File: src/rtl/iobuf_dir_arbiter_pkg.sv
// Shared definitions for the pad-bus direction arbiter: FSM state encoding,
// bus direction constants and the op-to-direction mapping.
package iobuf_dir_arbiter_pkg;

  typedef enum logic [2:0] {
    IDLE  = 3'd0,
    TURN  = 3'd1,
    WRITE = 3'd2,
    READ  = 3'd3,
    DONE  = 3'd4
  } state_e;

  localparam logic DIR_DRIVE    = 1'b1;
  localparam logic DIR_RELEASED = 1'b0;

  // A write needs the bus driven, a read needs it released.
  function automatic logic op_dir(input logic we);
    return we ? DIR_DRIVE : DIR_RELEASED;
  endfunction

endpackage

File: src/rtl/iobuf_dir_arbiter_rr_arb.sv
// Two-way round-robin arbiter; LAST remembers the most recent winner and
// resets to 1 so requester 0 wins the first contended round.
module iobuf_rr_arb (
  input  logic       clk_i,
  input  logic       rst_i,
  input  logic [1:0] req_i,
  input  logic       take_i,
  output logic       valid_o,
  output logic       win_o
);

  logic last_q, last_d;

  always_comb begin
    valid_o = |req_i;
    win_o   = (&req_i) ? ~last_q : req_i[1];
    last_d  = (take_i && valid_o) ? win_o : last_q;
  end

  always_ff @(posedge clk_i) begin
    if (rst_i) begin
      last_q <= 1'b1;
    end else begin
      last_q <= last_d;
    end
  end

endmodule

File: src/rtl/iobuf_dir_arbiter.sv
// Pad-bus arbiter: grants one of two requesters, inserts turnaround cycles on
// direction changes, sequences reads. Bus parking selected by IOBUF_ARB_PARK_EN.
module iobuf_dir_arbiter
  import iobuf_dir_arbiter_pkg::*;
#(
  parameter int unsigned WIDTH    = 8,
  parameter int unsigned TURN_CYC = 1,
  parameter int unsigned RD_LAT   = 2
) (
  input  logic             CLK,
  input  logic             RST,
  input  logic             REQ0,
  input  logic             REQ1,
  input  logic             WE0,
  input  logic             WE1,
  input  logic [WIDTH-1:0] WD0,
  input  logic [WIDTH-1:0] WD1,
  output logic             GNT0,
  output logic             GNT1,
  output logic             ACK0,
  output logic             ACK1,
  output logic [WIDTH-1:0] RD,
  output logic [WIDTH-1:0] PAD_I,
  output logic             PAD_T,
  input  logic [WIDTH-1:0] PAD_O
);

  localparam logic [3:0] TURN_LAST = 4'(TURN_CYC - 1);
  localparam logic [3:0] READ_LAST = 4'(RD_LAT - 1);

  state_e           state_q, state_d;
  logic [3:0]       cnt_q, cnt_d;
  logic             dir_q, dir_d;
  logic             win_q, win_d;
  logic             we_q, we_d;
  logic [WIDTH-1:0] wdat_q, wdat_d;
  logic             rd_cap;

  logic [1:0]       gnt_q, gnt_d;
  logic [1:0]       ack_q, ack_d;
  logic [WIDTH-1:0] rd_q, rd_d;
  logic [WIDTH-1:0] pad_i_q, pad_i_d;
  logic             pad_t_q, pad_t_d;
  logic             park;

  logic [1:0]       req_live;
  logic             arb_valid, arb_win, arb_take;

  assign req_live = {REQ1, REQ0} & ~ack_q;
  assign arb_take = (state_q == IDLE);

  iobuf_rr_arb u_rr_arb (
    .clk_i   (CLK),
    .rst_i   (RST),
    .req_i   (req_live),
    .take_i  (arb_take),
    .valid_o (arb_valid),
    .win_o   (arb_win)
  );

  always_ff @(posedge CLK) begin
    if (RST) begin
      state_q <= IDLE;
    end else begin
      state_q <= state_d;
    end
  end

  // Winner's op and write data are latched at grant so a dropped REQ cannot
  // disturb the transaction in flight.
  always_comb begin
    state_d = state_q;
    cnt_d   = cnt_q;
    dir_d   = dir_q;
    win_d   = win_q;
    we_d    = we_q;
    wdat_d  = wdat_q;
    rd_cap  = 1'b0;
    case (state_q)
      IDLE: begin
        if (arb_valid) begin
          win_d  = arb_win;
          we_d   = arb_win ? WE1 : WE0;
          wdat_d = arb_win ? WD1 : WD0;
          cnt_d  = '0;
          if (op_dir(we_d) != dir_q) begin
            state_d = TURN;
          end else begin
            state_d = we_d ? WRITE : READ;
          end
        end
      end
      TURN: begin
        if (cnt_q == TURN_LAST) begin
          cnt_d   = '0;
          dir_d   = op_dir(we_q);
          state_d = we_q ? WRITE : READ;
        end else begin
          cnt_d = cnt_q + 4'd1;
        end
      end
      WRITE: state_d = DONE;
      READ: begin
        if (cnt_q == READ_LAST) begin
          cnt_d   = '0;
          rd_cap  = 1'b1;
          state_d = DONE;
        end else begin
          cnt_d = cnt_q + 4'd1;
        end
      end
      DONE:    state_d = IDLE;
      default: state_d = IDLE;
    endcase
  end

  // Outputs are computed from the next state and registered.
  always_comb begin
`ifdef IOBUF_ARB_PARK_EN
    park = ((state_d == IDLE) || (state_d == DONE)) && (dir_d == DIR_DRIVE);
`else
    park = 1'b0;
`endif
    gnt_d   = (state_d != IDLE) ? (win_d ? 2'b10 : 2'b01) : '0;
    ack_d   = (state_d == DONE) ? (win_d ? 2'b10 : 2'b01) : '0;
    pad_i_d = (state_d == WRITE) ? wdat_d : pad_i_q;
    pad_t_d = ~((state_d == WRITE) || park);
    rd_d    = rd_cap ? PAD_O : rd_q;
  end

  always_ff @(posedge CLK) begin
    if (RST) begin
      cnt_q   <= '0;
      dir_q   <= DIR_RELEASED;
      win_q   <= 1'b0;
      we_q    <= 1'b0;
      wdat_q  <= '0;
      gnt_q   <= '0;
      ack_q   <= '0;
      rd_q    <= '0;
      pad_i_q <= '0;
      pad_t_q <= 1'b1;
    end else begin
      cnt_q   <= cnt_d;
      dir_q   <= dir_d;
      win_q   <= win_d;
      we_q    <= we_d;
      wdat_q  <= wdat_d;
      gnt_q   <= gnt_d;
      ack_q   <= ack_d;
      rd_q    <= rd_d;
      pad_i_q <= pad_i_d;
      pad_t_q <= pad_t_d;
    end
  end

  assign GNT0  = gnt_q[0];
  assign GNT1  = gnt_q[1];
  assign ACK0  = ack_q[0];
  assign ACK1  = ack_q[1];
  assign RD    = rd_q;
  assign PAD_I = pad_i_q;
  assign PAD_T = pad_t_q;

endmodule

File: config.mk
export PLATFORM = sky130hd
export DESIGN_NAME = iobuf_dir_arbiter
export DESIGN_NICKNAME = d
export VERILOG_FILES = /design/src/rtl/iobuf_dir_arbiter_pkg.sv /design/src/rtl/iobuf_dir_arbiter_rr_arb.sv /design/src/rtl/iobuf_dir_arbiter.sv
export SDC_FILE = /design/constraint.sdc
export NUM_CORES = 1
export LEC_CHECK = 0
export BUFFER_PORTS_ARGS = -buffer_cell sky130_fd_sc_hd__buf_2
export CELL_PAD_IN_SITES_DETAIL_PLACEMENT = 1
export CELL_PAD_IN_SITES_GLOBAL_PLACEMENT = 1
export CORE_MARGIN = 4
export CORE_UTILIZATION = 39
export CTS_BUF_LIST = sky130_fd_sc_hd__clkbuf_8
export DETAILED_ROUTE_END_ITERATION = 8
export GPL_ROUTABILITY_DRIVEN = 0
export PLACE_DENSITY = 0.86
export SLEW_MARGIN = 15
export SYNTH_ARGS = -nofsm -noshare
export SYNTH_HDL_FRONTEND = slang
export SYNTH_SLANG_ARGS = --single-unit
export TNS_END_PERCENT = 10
File: constraint.sdc
create_clock -name CLK -period 5.55 [get_ports CLK]
set_input_delay 1.11 -clock CLK [delete_from_list [all_inputs] [get_ports CLK]]
set_output_delay 1.11 -clock CLK [all_outputs]
set_load 0.01 [all_outputs]
==> metrics.md, run 1 <==
| Metric | Value |
|---|---|
| Outcome | complete, no violations |
| Proportion of synthesized flip-flops having asynchronous set or reset | 0 |
| Footprint of the multi-input gates | about 900 um2 |
| DIE WIDTH | 75.0 um |
| Number of storage elements in the synthesis netlist | 40 |
| Transition at the pin with the smallest max-transition slack | 672 ps |
| EDFF count, synth | 0 |
| Top area cells in the synthesized netlist | sky130_fd_sc_hd__dfxtp_1 46%, sky130_fd_sc_hd__mux2_4 6.9%, sky130_fd_sc_hd__nor2_1 6.0%, sky130_fd_sc_hd__mux2i_1 5.1%, sky130_fd_sc_hd__a211oi_1 3.9% |
| Worst skew pair latency | 290 ps |
| Mapped Cells | 184 |
| Final core utilization | 0.486 |
| IO buf count | 50 |
| Pin count of the biggest net entering global routing | 37 |
| Mean routed wirelength per cell | 15.1 um |
| Die area | 5630 um2 |
| Switch Pwr | 385 uW |
| Number of antenna violations at the first check in global routing | 0 |
| Endpoint class of the critical path | flop |
| Root Driver | sky130_fd_sc_hd__clkbuf_8 |
| RSZ-0062 raised after global routing | false |
| Synth top area share | 0.457 |
| WP data arrival | 3400 ps |
| Uppermost metal layer occupied by signal nets | met4 |
| Total Negative Setup Slacks | 0 ps |
| Max-Cap Viols | 0 |
| Total power density per cell area | slightly below 500 nW/um2 |
| Power share of the sequential group | 0.407 |
| Layout cell share with drive strength beyond 1 | 0.299 |
| Avg Inst Size Synth | 9.53 um2 |
| Initial Utilization | 0.403 |
| Clk buf depth | 2 |
| Number of warning messages in the yosys log | 0 |
| Worst hold slack after final layout | 480 ps |
| Sequential cell area | 801 um2 |
| I/O Pins | 51 |
| Core area | 4350 um2 |
| Timing-limited maximum frequency | 311 MHz |
| Max Fanout on Critical Path | 10 |
| Synthesized netlist net count | about 220 |
| Count of nets left with antenna violations after detail routing | 0 |
| Number of buffers added by the clock tree synthesis step | 5 |
| CTS Hold Bufs | 0 |
| Top flip-flop cell by instance count after synthesis | sky130_fd_sc_hd__dfxtp_1 |
| Final-stage net count | approximately 270 |
| H-tree depth | 2 |
| Setup Crit Path Kind | in -> reg |
| Cell type with the largest total area after synthesis | sky130_fd_sc_hd__dfxtp_1 |
| Hold Path Class | reg -> reg |
| DR WL met3 | around 310 um |
| Metal1 wirelength | approximately 1.8 mm |
| Fill cells | 517 |
| Time the final worst path needs with I/O delays and setup | 3210 ps |
| Routed wl met2 | 2.14 mm |
| DP Wirelength | 3.13 mm |
| Via/cell ratio | 5.14 |
| Max-slew headroom at the worst pin | 0.552 |
| Clock input transition at the sequential cells of the worst setup and hold paths | around 80 ps |
| Required @ worst endpoint | ~5700 ps |
| Endpoints failing setup | 0 |
| Clock tree from TritonCTS | done |
| Top cells by instance count after synthesis | 40 x sky130_fd_sc_hd__dfxtp_1, 28 x sky130_fd_sc_hd__nor2_1, 15 x sky130_fd_sc_hd__nand2_1, 12 x sky130_fd_sc_hd__a21oi_1, 10 x sky130_fd_sc_hd__nor2b_1 |
| Die boundary height | 75.0 um |
| Most frequently used cell type in the post-synthesis netlist | sky130_fd_sc_hd__dfxtp_1 |
| Setup Skew | 6.90 ps |
| Relative contribution of the clock network to total power | 0.179 |
| Peak supply drop | 138 uV |
| Antenna diode count | 0 |
| Share of the yosys chip area belonging to registers | 0.457 |
| CTS resizes | 0 |
| Internal cell power | 652 uW |
| Total number of placement rows | 24 |
| Number of distinct library cells after synthesis | 36 |
| First-pass iteration count of the detailed router | 4 |
| Type of element launching the critical path | primary input |
| Number of buffers inserted by post-CTS setup repair | 0 |
| Area overhead of the layout relative to synthesis | 20.6% |
| Fin. Hold Viols | 0 |
| Leakage dissipation | 0.939 nW |
| Vias post-DR | 1469 |
| Global Route Usage Sum | 0.166 |
| Period Utilization, post-route | 0.579 |
| Global-route wire length before repair | about 7 mm |
| Remaining design rule violation count | 0 |
| Fin. max-slew vios | 0 |
| Switching share of power | 0.371 |
| Via count of the first global-routing pass | 1525 |
| Detailed Route Iter0 Violations | 57 |
| # clock sinks | 40 |
| Portion of total power attributed to combinational logic | 0.414 |
| Routed Wire Length | 4.32 mm |
| Total global routing overflow | 0 |
| Post-synth design cell area | roughly 1800 um2 |
[registers in the layout, indices dropped and copies added, names as in the netlist, 2 cells and up]
| register | flops |
|---|---|
| wdat_q | 8 |
| cnt_q | 4 |
| PAD_I | 8 |
| gnt_q | 2 |
| state_q | 3 |
| ack_q | 2 |
| RD | 8 |
[power by group through the flow]
stage                     clock network [mW]  registers [mW]  logic, mW
after global placement                     0           0.425      0.413
after CTS                              0.191           0.423      0.436
after global routing                   0.203           0.433      0.479
final                                  0.185           0.422      0.429
after floorplan                            0           0.428      0.320
after detailed placement                   0           0.428      0.432
[logic make-up (layout without fill, tap and decap cells)]
logic type / count (synthesis) / after routing / share of synthesized area
DFF: 40 / 40 / 0.457
and+or+nand+nor: 76 / 76 / 0.215
AOI/OAI and AO/OA: 33 / 33 / 0.136
adders and majority gates: 5 / 5 / 0.0357
buffers and inverters: 12 / 62 / 0.0307
muxes: 18 / 18 / 0.126
[metrics by stage]
stage / instances / power (mW) / area (um2) / setup WS (ps)
after floorplan: 184 / 0.748 / 1750 / 2350
after global placement: 279 / 0.838 / 2030 / 2120
after detailed placement: 279 / 0.859 / 2030 / 2020
after CTS: 286 / 1.05 / 2110 / 2330
after global routing: 286 / 1.12 / 2110 / 2210
final: 286 / 1.04 / 2110 / 2340
[final timing paths]
path | start | to | slack, ps | cells past startpoint
max | REQ1 | PAD_I[2]$_SDFFE_PP0N_ | 2340 | 8
max reg2reg | ack_q[0]$_SDFF_PP0_ | PAD_I[2]$_SDFFE_PP0N_ | 2930 | 7
min | u_rr_arb.last_q$_SDFFE_PP1P_ | u_rr_arb.last_q$_SDFFE_PP1P_ | 480 | 2
min reg2reg | u_rr_arb.last_q$_SDFFE_PP1P_ | u_rr_arb.last_q$_SDFFE_PP1P_ | 480 | 2
[routing by layer]
| metal | global-route usage | vias up |
|---|---|---|
| li1 | - | 729 |
| met1 | 0.197 | 691 |
| met2 | 0.280 | 43 |
| met3 | 0.0521 | 6 |
| met4 | 0.0632 | 0 |
| met5 | 0 | - |
[cells in the final DEF, fill, tap and decap left out, drive strengths merged, types with 5 or more instances in the layout]
master | Yosys | layout
a21oi | 12 | 12
nor3 | 5 | 5
nor2 | 29 | 29
nor2b | 11 | 11
a211oi | 9 | 9
buf | 3 | 50
nand2 | 15 | 15
clkbuf | 4 | 5
nand3 | 5 | 5
mux2i | 9 | 9
dfxtp | 40 | 40
inv | 5 | 5
ha | 5 | 5
mux2 | 9 | 9
[cell type report]
class                           count  area share
Clock inverter                      2     0.00592
Clock buffer                        5      0.0325
Tap cell                           52      0.0308
Sequential cell                    40       0.379
Timing Repair Buffer               50       0.118
Inverter                            5     0.00888
Multi-Input combinational cell    132       0.425
[worst max-delay path, cell delays in order]
cell	delay [ps]
sky130_fd_sc_hd__buf_2	90
sky130_fd_sc_hd__nor2b_1	150
sky130_fd_sc_hd__and2_1	380
sky130_fd_sc_hd__mux2_2	400
sky130_fd_sc_hd__ha_1	280
sky130_fd_sc_hd__o211a_1	290
sky130_fd_sc_hd__nor2b_4	350
sky130_fd_sc_hd__mux2_4	340
Note: power is estimated with default switching activity, not from simulation.
==> run 2: changes to the inputs <==
--- a/config.mk
+++ b/config.mk
@@ -9,11 +9,11 @@
 export CELL_PAD_IN_SITES_DETAIL_PLACEMENT = 1
 export CELL_PAD_IN_SITES_GLOBAL_PLACEMENT = 1
 export CORE_MARGIN = 4
-export CORE_UTILIZATION = 39
+export CORE_UTILIZATION = 36
 export CTS_BUF_LIST = sky130_fd_sc_hd__clkbuf_8
 export DETAILED_ROUTE_END_ITERATION = 8
 export GPL_ROUTABILITY_DRIVEN = 0
-export PLACE_DENSITY = 0.86
+export PLACE_DENSITY = 0.84
 export SLEW_MARGIN = 15
 export SYNTH_ARGS = -nofsm -noshare
 export SYNTH_HDL_FRONTEND = slang
==> constraint.sdc (replaced) <==
create_clock -name CLK -period 2.94 [get_ports CLK]
set_input_delay 0.588 -clock CLK [delete_from_list [all_inputs] [get_ports CLK]]
set_output_delay 0.588 -clock CLK [all_outputs]
set_load 0.01 [all_outputs]
==> run 2 against run 1 <==
Net effect: total power rose by 100%; critical path depth did not move; global-route usage fell by 1.2 points; sequential share of layout area fell by 1.2 points; non-clock buffer count rose by 3; clock power rose by 140%; utilization fell by 2.3 points; design area rose by 3.4%; largest cell class unchanged.
==> metrics.md, run 2 (synthesis gave the netlist of run 1 again) <==
| Metric | Value |
|---|---|
| Outcome | complete, no violations |
| Highest cell delay on the worst timing path | 350 ps |
| Peak supply drop | roughly 260 uV |
| Worst hold path startpoint | u_rr_arb.last_q$_SDFFE_PP1P_ |
| Buffers and inverters on the worst path | 1 |
| RSZ-0062 raised after global routing | false |
| Layout cell share with drive strength beyond 1 | 0.311 |
| Layout Cells excl Fill | 305 |
| Number of buffers inserted by post-CTS setup repair | 0 |
| Endpoints failing setup | 0 |
| Critical path startpoint | REQ1 |
| First-pass iteration count of the detailed router | 5 |
| Remaining design rule violation count | 0 |
| Max Fanout on Critical Path | 9 |
| Via/cell ratio | 4.94 |
| Mean routed wirelength per cell | 14.5 um |
| DP Wirelength | 3.35 mm |
| IO buf count | 50 |
| Total global routing overflow | 0 |
| Total power density per cell area | about 950 nW/um2 |
| Worst flop-to-flop path startpoint | ack_q[1]$_SDFF_PP0_ |
| Commonest non-fill, non-tap cell in the layout | sky130_fd_sc_hd__buf_2 |
| Clock input transition at the sequential cells of the worst setup and hold paths | approximately 80 ps |
| Clock tree from TritonCTS | done |
| Timing-limited maximum frequency | 420 MHz |
| Pin count of the biggest net entering global routing | 25 |
| Sequence of cells on the critical path | buf_2, nor2b_1, and2_1, mux2_2, ha_1, o211a_1, nor2b_4, mux2_4 |
| Final-stage net count | 272 |
| Hold Path Class | reg -> reg |
| Antenna diode count | 0 |
| Number of buffers added by the clock tree synthesis step | 5 |
| Setup Crit Path Kind | in -> reg |
| Setup Skew | 5.62 ps |
| # clock sinks | 40 |
| Commonest cells after routing, fill and taps aside | 50 x sky130_fd_sc_hd__buf_2, 40 x sky130_fd_sc_hd__dfxtp_1, 28 x sky130_fd_sc_hd__nor2_1 |
| Time the final worst path needs with I/O delays and setup | 2380 ps |
| Total Negative Setup Slacks | 0 ps |
| Number of antenna violations at the first check in global routing | 0 |
| Endpoint class of the critical path | flop |
| Type of element launching the critical path | primary input |
| Cell at the slowest stage of the critical path | sky130_fd_sc_hd__mux2_2 |
| I/O Pins | a little over 50 |
| Count of nets left with antenna violations after detail routing | 0 |
| Total number of placement rows | 25 |
| Clk buf depth | 2 |
| Transition at the pin with the smallest max-transition slack | 714 ps |
| Fin. max-slew vios | 0 |
| WP data arrival | 2560 ps |
| Root Driver | sky130_fd_sc_hd__clkbuf_8 |
| Die area | 6050 um2 |
| Global Route Usage Sum | 0.154 |
| Via count of the first global-routing pass | roughly 1500 |
| Placed cells | 297 |
| Global-route wire length before repair | 7.47 mm |
| Core area | 4720 um2 |
| H-tree depth | 2 |
| Routed Wire Length | 4.42 mm |
| Worst skew pair latency | 290 ps |
| Area overhead of the layout relative to synthesis | 24.7% |
| Max-slew headroom at the worst pin | 0.524 |
| Required @ worst endpoint | approximately 3100 ps |
| Fin. Hold Viols | 0 |
| Initial Utilization | 0.371 |
| CP top delay family | multiplexers |
| CTS Hold Bufs | 0 |
| DIE WIDTH | 77.8 um |
| Detailed Route Iter0 Violations | 83 |
| Die boundary height | 77.8 um |
| Vias post-DR | 1507 |
| Max-Cap Viols | 0 |
| CTS resizes | 0 |
| Leakage dissipation | ~0.97 nW |
| Period Utilization, post-route | 0.809 |
## run 2: cell count changes in the layout (fill, tap and decap cells not counted)
| cell | delta |
|---|---|
| sky130_fd_sc_hd__buf_4 | +3 |
| sky130_fd_sc_hd__bufinv_16 | +1 |
## run 2: layout make-up
cell class              count  area, um2
clock buffers               5       68.8
clock inverters             3       42.5
fillers                   578       2540
inverters                   5       18.8
multi-input cells         132        898
flip-flops and latches     40        801
well taps                  67       83.8
repair buffers             53        273
## run 2: metal layers
metal | global-route usage | vias to the layer above | wire, um
met5 | 0 | - | 0
met4 | 0.0374 | 0 | 49
met3 | 0.0336 | 6 | 247
met2 | 0.271 | 52 | 2200
met1 | 0.189 | 710 | 1920
li1 | - | 739 | -
## run 2: worst reg2reg max path, stage by stage, from the launching register on
cell,delay (ps)
sky130_fd_sc_hd__dfxtp_1,320
sky130_fd_sc_hd__nor2b_1,140
sky130_fd_sc_hd__and2_1,170
sky130_fd_sc_hd__mux2_2,350
sky130_fd_sc_hd__ha_1,280
sky130_fd_sc_hd__o211a_1,280
sky130_fd_sc_hd__nor2b_4,330
sky130_fd_sc_hd__mux2_4,340
## run 2: where the power goes
| group | leakage (nW) | internal, mW | switching [mW] |
|---|---|---|---|
| combinational | 0.587 | 0.384 | 0.443 |
| sequential | 0.327 | 0.701 | 0.0980 |
| clock | 0.0541 | 0.251 | 0.195 |
## run 2: final timing paths
path              slack (ps)  cells after the start                           end
hold / removal           500                      2  u_rr_arb.last_q$_SDFFE_PP1P_
setup reg to reg         630                      7         PAD_I[6]$_SDFFE_PP0N_
setup / recovery         560                      8         PAD_I[6]$_SDFFE_PP0N_
hold reg to reg          500                      2  u_rr_arb.last_q$_SDFFE_PP1P_
## run 2: through the flow
stage	area [um2]	power, mW	hold WS (ps)	worst slack (ps)	utilization
2_1_floorplan	1750	1.41	439	260	-
3_3_place_gp	2070	1.62	465	282	0.439
3_5_place_dp	2070	1.65	479	249	0.439
4_1_cts	2190	2.10	498	561	0.463
5_1_grt	2190	2.22	538	437	0.463
6_report	2190	2.07	495	561	0.463
